### src/rtl/alu_sequencer.sv
// alu_sequencer
//
// Front-end controller for the ALU. Accepts one operation request at a time
// over a valid/ready handshake. For each request it drives the ALU command bus
// in this order: COM_LATCHOP, then EXEC_CYCLES NOP cycles, then COM_WRITEC
// and/or COM_WRITEF, then a one-cycle completion pulse. Every output is decoded
// from registered state, so no input has a combinational path to an output.
//
// Ports:
//   clk          system clock, rising edge
//   rst          synchronous active-high reset
//   i_req_valid  request present
//   o_req_ready  sequencer idle and able to accept a request
//   i_req_op     alu_op_t to perform
//   i_req_wc     write the result back to C
//   i_req_wf     write the flags back to F
//   o_alu_cmd    alu_command_t to the ALU
//   o_alu_op     alu_op_t to the ALU, meaningful while o_alu_cmd == COM_LATCHOP
//   i_alu_flags  flags_t from the ALU, bit 7 = error
//   o_busy       high in every state except IDLE
//   o_done       one-cycle completion pulse
//   o_err        error status of the last completed operation
//
// state   | meaning
// --------+--------------------------------------------------------------
// IDLE    | ready for a request, drives COM_NOP
// LATCH   | COM_LATCHOP with the captured op, clears the exec counter
// EXEC    | COM_NOP while the ALU works, error sampled on the last cycle
// WR_C    | COM_WRITEC, result written to C
// WR_F    | COM_WRITEF, flags written to F
// DONE    | o_done pulse, o_err shows the result's error status

module alu_sequencer #(
    parameter int EXEC_CYCLES = 1,
    parameter int CNT_W       = 4
) (
    input  logic       clk,
    input  logic       rst,
    input  logic       i_req_valid,
    output logic       o_req_ready,
    input  logic [3:0] i_req_op,
    input  logic       i_req_wc,
    input  logic       i_req_wf,
    output logic [3:0] o_alu_cmd,
    output logic [3:0] o_alu_op,
    input  logic [7:0] i_alu_flags,
    output logic       o_busy,
    output logic       o_done,
    output logic       o_err
);

    localparam logic [3:0] COM_NOP     = 4'h0;
    localparam logic [3:0] COM_LATCHOP = 4'h1;
    localparam logic [3:0] COM_WRITEC  = 4'h2;
    localparam logic [3:0] COM_WRITEF  = 4'h3;

    localparam logic [3:0] ALU_ADD = 4'h0;
    localparam logic [3:0] ALU_CMP = 4'h4;

    // Counter value on the final EXEC cycle; unused when EXEC_CYCLES == 0.
    localparam logic [CNT_W-1:0] LAST_CNT =
        CNT_W'((EXEC_CYCLES > 0) ? EXEC_CYCLES - 1 : 0);

    typedef enum logic [2:0] {
        S_IDLE,
        S_LATCH,
        S_EXEC,
        S_WR_C,
        S_WR_F,
        S_DONE
    } state_t;

    state_t           state_q, state_d;
    logic [CNT_W-1:0] cnt_q, cnt_d;
    logic [3:0]       op_q, op_d;
    logic             wc_q, wc_d;
    logic             wf_q, wf_d;
    logic             err_q, err_d;
    logic             err_out_q, err_out_d;

    // Only the error bit of the flag bus matters here.
    logic unused_flags;
    assign unused_flags = ^i_alu_flags[6:0];

    // CMP never writes C; an error suppresses the C write but keeps F so the
    // error flag still reaches the register file.
    function automatic state_t write_decision(input logic [3:0] op,
                                              input logic       wc,
                                              input logic       wf,
                                              input logic       err);
        if (wc && (op != ALU_CMP) && !err) begin
            return S_WR_C;
        end else if (wf) begin
            return S_WR_F;
        end else begin
            return S_DONE;
        end
    endfunction

    always_ff @(posedge clk) begin
        if (rst) begin
            state_q   <= S_IDLE;
            cnt_q     <= '0;
            op_q      <= ALU_ADD;
            wc_q      <= 1'b0;
            wf_q      <= 1'b0;
            err_q     <= 1'b0;
            err_out_q <= 1'b0;
        end else begin
            state_q   <= state_d;
            cnt_q     <= cnt_d;
            op_q      <= op_d;
            wc_q      <= wc_d;
            wf_q      <= wf_d;
            err_q     <= err_d;
            err_out_q <= err_out_d;
        end
    end

    always_comb begin
        state_d   = state_q;
        cnt_d     = cnt_q;
        op_d      = op_q;
        wc_d      = wc_q;
        wf_d      = wf_q;
        err_d     = err_q;
        err_out_d = err_out_q;

        case (state_q)
            S_IDLE: begin
                // Ready is always high in IDLE, so valid alone means accept.
                if (i_req_valid) begin
                    op_d      = i_req_op;
                    wc_d      = i_req_wc;
                    wf_d      = i_req_wf;
                    err_d     = 1'b0;
                    err_out_d = 1'b0;
                    state_d   = S_LATCH;
                end
            end
            S_LATCH: begin
                cnt_d = '0;
                if (EXEC_CYCLES == 0) begin
                    err_d   = i_alu_flags[7];
                    state_d = write_decision(op_q, wc_q, wf_q, i_alu_flags[7]);
                end else begin
                    state_d = S_EXEC;
                end
            end
            S_EXEC: begin
                cnt_d = cnt_q + CNT_W'(1);
                if (cnt_q == LAST_CNT) begin
                    err_d   = i_alu_flags[7];
                    state_d = write_decision(op_q, wc_q, wf_q, i_alu_flags[7]);
                end
            end
            S_WR_C: begin
                state_d = wf_q ? S_WR_F : S_DONE;
            end
            S_WR_F: begin
                state_d = S_DONE;
            end
            S_DONE: begin
                state_d = S_IDLE;
            end
            default: begin
                state_d = S_IDLE;
            end
        endcase

        // Publish the error status as DONE is entered so o_err is valid
        // alongside o_done and then holds until the next acceptance.
        if ((state_d == S_DONE) && (state_q != S_DONE)) begin
            err_out_d = err_d;
        end
    end

    always_comb begin
        o_alu_cmd = COM_NOP;
        case (state_q)
            S_LATCH: o_alu_cmd = COM_LATCHOP;
            S_WR_C:  o_alu_cmd = COM_WRITEC;
            S_WR_F:  o_alu_cmd = COM_WRITEF;
            default: o_alu_cmd = COM_NOP;
        endcase
    end

    assign o_alu_op    = (state_q == S_LATCH) ? op_q : ALU_ADD;
    assign o_req_ready = (state_q == S_IDLE);
    assign o_busy      = (state_q != S_IDLE);
    assign o_done      = (state_q == S_DONE);
    assign o_err       = err_out_q;

endmodule

### config.mk
export PLATFORM = sky130hd
export DESIGN_NAME = alu_sequencer
export DESIGN_NICKNAME = d
export VERILOG_FILES = /design/src/rtl/alu_sequencer.sv
export SDC_FILE = /design/constraint.sdc
export NUM_CORES = 1
export LEC_CHECK = 0
export CAP_MARGIN = 20
export CORE_UTILIZATION = 40
export DETAILED_ROUTE_END_ITERATION = 8
export HOLD_SLACK_MARGIN = 0.05
export MAX_ROUTING_LAYER = met4
export PLACE_DENSITY = 0.73
export SETUP_SLACK_MARGIN = 0.15
export SYNTH_ARGS = -nofsm -noshare
export SYNTH_HDL_FRONTEND = slang
export SYNTH_SLANG_ARGS = --single-unit
### constraint.sdc
create_clock -name clk -period 1.6 [get_ports clk]
set_input_delay 0.48 -clock clk [delete_from_list [all_inputs] [get_ports clk]]
set_output_delay 0.48 -clock clk [all_outputs]
set_load 0.005 [all_outputs]
== After elaboration in Yosys (flattened, before gate mapping) ==
Index checks and enable logic that the tools add are counted.

* Register bits: 15
* Input bits: 17
* Output and inout bits: 12
* Logic and storage cells: 42

* $add $sub $neg: 1
* Equality and inequality tests: 8
* Mux-type cells: 14
* Reduce and logical (&&, ||, !) cells: 12

{| class="wikitable"
|+ Operator list
! kind !! number
|-
| $pmux W3 S5 || 1
|-
| $eq A3 B3 Y1 const B || 3
|-
| $mux W3 || 3
|-
| $pmux W4 S2 || 1
|-
| $eq A3 B2 Y1 const B || 2
|-
| $mux W1 || 6
|-
| $pmux W2 S3 || 1
|-
| $reduce_bool A2 Y1 || 3
|-
| $add A4 B1 Y4 const B || 1
|-
| $logic_not A4 Y1 || 1
|-
| $mux W4 || 1
|-
| $ne A4 B3 Y1 const B || 1
|-
| $reduce_and A2 Y1 || 2
|-
| $eq A3 B1 Y1 const B || 1
|-
| $logic_and A1 B1 Y1 || 3
|-
| $logic_not A3 Y1 || 1
|-
| $ne A3 B3 Y1 const B || 1
|-
| $reduce_bool A3 Y1 || 1
|-
| $pmux W1 S2 || 1
|-
| $logic_not A1 Y1 || 1
|}

== Depth between registers and ports, before layout ==
* Depth after elaboration: 10
* Gate-level depth with buffers: 7
* Depth with buffers taken out: 6

== Worst setup path before layout ==
OpenSTA, ideal clock, no wires.

* Kind: register to register
* Start point: register cnt_q[0]
* End point: register err_out_q, in the netlist o_err
* Library setup time: 123 ps
* Arrival time: 1581 ps
* Required time: 1477 ps
* Slack: -104 ps
* Cell stages (with the launch flop): 7
* Path buffers: 0
* Clock period less this slack: 1704 ps
* Path through: dfxtp_1 > inv_1 > ha_1 > or3b_4 > nor4_4 > o32ai_1 > mux2_1

* Word-level cells in the longest chain between the ends: 7
* Elaborated cells between the ends (all ways): 11
* Those cells by class: eq/ne (1); mux (5); reduce/logical (5)

{| class="wikitable"
|+ RTL lines
! item !! line !! text
|-
| from (decl) || 74 || <nowiki>logic [CNT_W-1:0] cnt_q, cnt_d;</nowiki>
|-
| from (signal assigned) || 111 || <nowiki>cnt_q <= cnt_d;</nowiki>
|-
| $logic_not A4 Y1 * || 152 || <nowiki>if (cnt_q == LAST_CNT) begin</nowiki>
|-
| $mux W3 || 152 ||
|-
| $pmux W3 S5 || 129 || <nowiki>case (state_q)</nowiki>
|-
| $eq A3 B3 Y1 || 173 || <nowiki>if ((state_d == S_DONE) && (state_q != S_DONE)) begin</nowiki>
|-
| $logic_and A1 B1 Y1 || 173 ||
|-
| $reduce_bool A2 Y1 (no line) || - ||
|-
| $reduce_and A2 Y1 (no line) || - ||
|-
| to (signal assigned) || 116 || <nowiki>err_out_q <= err_out_d;</nowiki>
|-
| to (decl) || 79 || <nowiki>logic err_out_q, err_out_d;</nowiki>
|}

Every way passes the cells marked *; elsewhere a longest branch is shown, timed or not.
A chain may end at the register's enable or synchronous reset.

== Worst setup path in the final report ==
Same ends and word-level chain as after synthesis.

==> flow_metrics.env <==
export IMPL_status="complete, but fails checks"
export IMPL_violations="setup timing"
export IMPL_synth_seq_area_share=0.3347
export IMPL_drt_iter0_markers=20
export IMPL_worstSkewPairLatency_ps=290
export IMPL_wl_um=2825
export IMPL_rsz0062_at_grt="yes"
export IMPL_grt_max_degree=9
export IMPL_core_area_sq_um=2042
export IMPL_finalSetupViolCount=9
export IMPL_p_leak_nw=0.6516
export IMPL_power_density_nw_per_um2=816.3
export IMPL_avgRoutedWirePerCell_um=15.03
export IMPL_finalMaxSlewViolations=0
export IMPL_numPortBuffers=19
export IMPL_grt_usage=0.2386
export IMPL_min_period_over_period=1.102
export IMPL_required_ps=1790
export IMPL_ioPinCount=29
export IMPL_cp_end_kind="register"
export IMPL_vias=1014
export IMPL_ff2ff_setup_slack_ps=-160
export IMPL_synth_cell_types=40
export IMPL_yosys_register_bits=15
export IMPL_synth_top_area_share=0.3347
export IMPL_drc=0
export IMPL_grt_pass1_vias=979
export IMPL_ir_worst_vdd_v=0.0005829
export IMPL_worstPathCellList="inv_2, ha_4, or3b_4, nor4_4, o32ai_2, mux2_1"
export IMPL_worst_slack_ps=-162.9
export IMPL_ant_nets=0
export IMPL_die_w_um=49.36
export IMPL_max_freq_mhz=567.3
export IMPL_fin_nets=181
export IMPL_arrival_ps=1950
export IMPL_slowest_stage="or3b_4"
export IMPL_row_count=16
export IMPL_cts_sinks=15
export IMPL_use_met1=0.2608
export IMPL_diodes=0
export IMPL_dieHeight_um=49.36
export IMPL_die_area_sq_um=2436
export IMPL_fin_cells=188
export IMPL_viasPerCell=5.394
export IMPL_critPathLaunchType="register"
export IMPL_busiest_layer="met2"
export IMPL_critPathMaxStageDelay_ps=420
export IMPL_ys_warnings_count=0
export IMPL_synth_area_sq_um=897.1
export IMPL_hold_viol_final=0
export IMPL_dp_cells=167
export IMPL_finalCriticalPeriod_ps=1763
export IMPL_use_met2=0.4361
export IMPL_synth_top_flop_cell="dfxtp_1"
export IMPL_grtUsageMet3=0.04673
export IMPL_synth_common_cells="nor2_1 (17), dfxtp_1 (15), and2_1 (6), inv_1 (6), mux2i_1 (6)"
export IMPL_gr_total_overflow=0
export IMPL_cts_tree="yes"
export IMPL_skew_ps=5.800
export IMPL_antenna_found_initial=0
export IMPL_async_flop_share=0
export IMPL_synth_edf_count=0
export IMPL_cts_buffers=3
export IMPL_htreeDepth=1
export IMPL_syn_inst=107
export IMPL_initial_utilization=0.4393
export IMPL_finalWeightedCongestion=0.9057
export IMPL_clockBufferDepth=2
export IMPL_firstDrtPassIters=5
export IMPL_syn_avg_cell_area_sq_um=8.384
export IMPL_clk_pin_slew_worst_paths_ps=100
export IMPL_drive_gt1_frac=0.5155
export IMPL_nFillCells=136
export IMPL_synth_most_common_cell="nor2_1"
export IMPL_synth_top_area_cell="dfxtp_1"
export IMPL_cp_max_fo=4
export IMPL_hold_class="reg -> reg"
export IMPL_hpwl_um=1728
export IMPL_syn2layout_area_growth_pct=73.36
export IMPL_finalHoldWorstSlack_ps=512.4
export IMPL_drv_cap=0
export IMPL_synthTopCellsByArea="dfxtp_1 (33%), nor2_1 (7.1%), mux2i_1 (6.7%)"
export IMPL_root_buffer="clkbuf_4"
export IMPL_path_class="reg -> reg"
export IMPL_grt_pass1_wl_um=4333
[worst paths after layout]
check / end / cells past startpoint / start
worst min-delay path: err_q$_SDFF_PP0_ / 2 / err_q$_SDFF_PP0_
worst max-delay path: o_err$_SDFFE_PP0P_ / 6 / cnt_q[0]$_SDFFE_PP0P_
worst max register to register: o_err$_SDFFE_PP0P_ / 6 / cnt_q[0]$_SDFFE_PP0P_
worst min register to register: err_q$_SDFF_PP0_ / 2 / err_q$_SDFF_PP0_
[power by group]
part	switching (mW)	internal [mW]	leakage, nW	total [mW]
sequential	0.0353	0.406	0.125	0.441
clock	0.133	0.0969	0.0150	0.230
combinational	0.247	0.351	0.512	0.599
total	0.415	0.854	0.652	1.27
[per-stage QoR]
stage            util  area (sq um)  TNS (ps)  setup slack [ps]  total power [mW]
3_3_place_gp   0.6219          1270     -2722            -377.4            0.8400
5_1_grt        0.7616          1555     -1470            -218.1             1.327
3_5_place_dp   0.6219          1270     -3030            -394.5            0.8537
2_1_floorplan       -         922.1         0             18.27            0.6422
4_1_cts        0.7016          1433    -694.3            -125.2             1.169
6_report       0.7616          1555     -1048            -162.9             1.270
[placed cells by master (no fill, tap or decap), types with 5 or more instances in the layout]
cell and n:
buf_4 24, nor2_1 14, buf_6 14, dfxtp_1 10, clkdlybuf4s50_1 9, and2_4 5
o21ai_0 5, buf_2 5
[worst max-delay path: cells and delay by family (launching register included)]
| family | cells | cell delay [ps] |
|---|---|---|
| buf+inv | 1 | 60 |
| mux | 1 | 310 |
| fa+ha+maj | 1 | 130 |
| flops | 1 | 340 |
| compound gates | 1 | 110 |
| simple gates | 2 | 700 |
[kinds of logic (layout without fill, tap and decap cells)]
| group | Yosys count | in the layout | share of synthesized area |
|---|---|---|---|
| AND/OR/NAND/NOR | 44 | 44 | 0.2929 |
| AO/OA/AOI/OAI | 23 | 23 | 0.1799 |
| flip-flops | 15 | 15 | 0.3347 |
| buffers and inverters | 14 | 67 | 0.07112 |
| multiplexers | 7 | 7 | 0.07950 |
| adder cells (fa/ha/maj) | 2 | 2 | 0.02789 |
| other | 1 | 2 | 0.004180 |
| XOR/XNOR | 1 | 1 | 0.009765 |
[cell type report]
cell class	instances	area (sq um)	area share
Multi-Input combinational cell	79	640.6	0.4119
Sequential cell	15	311.5	0.2003
Inverter	7	26.28	0.01689
Clock buffer	4	26.28	0.01689
Timing Repair Buffer	56	516.7	0.3323
Tap cell	27	33.78	0.02172
[routing by layer]
| layer | vias up | share of wire |
|---|---|---|
| li1 | 473 | - |
| met4 | 0 | 0.020 |
| met3 | 12 | 0.065 |
| met5 | - | 0 |
| met2 | 53 | 0.51 |
| met1 | 476 | 0.40 |
[repair_timing]
action / CTS / global route
setup endpoints to repair: 17 / 15
buffers inserted: 9 / 8
pin swaps: 7 / 16
hold buffers: 0 / 0
endpoints found under the hold margin: 0 / 0
gates resized for setup: 65 / 15
[sequential cells by signal, summed over array words and instances, names as in the netlist]
signal	cells
wc_q	1
err_q	1
o_err	1
wf_q	1
cnt_q	4
state_q	3
op_q	4
No activity file was read; power rests on OpenSTA's default activity.
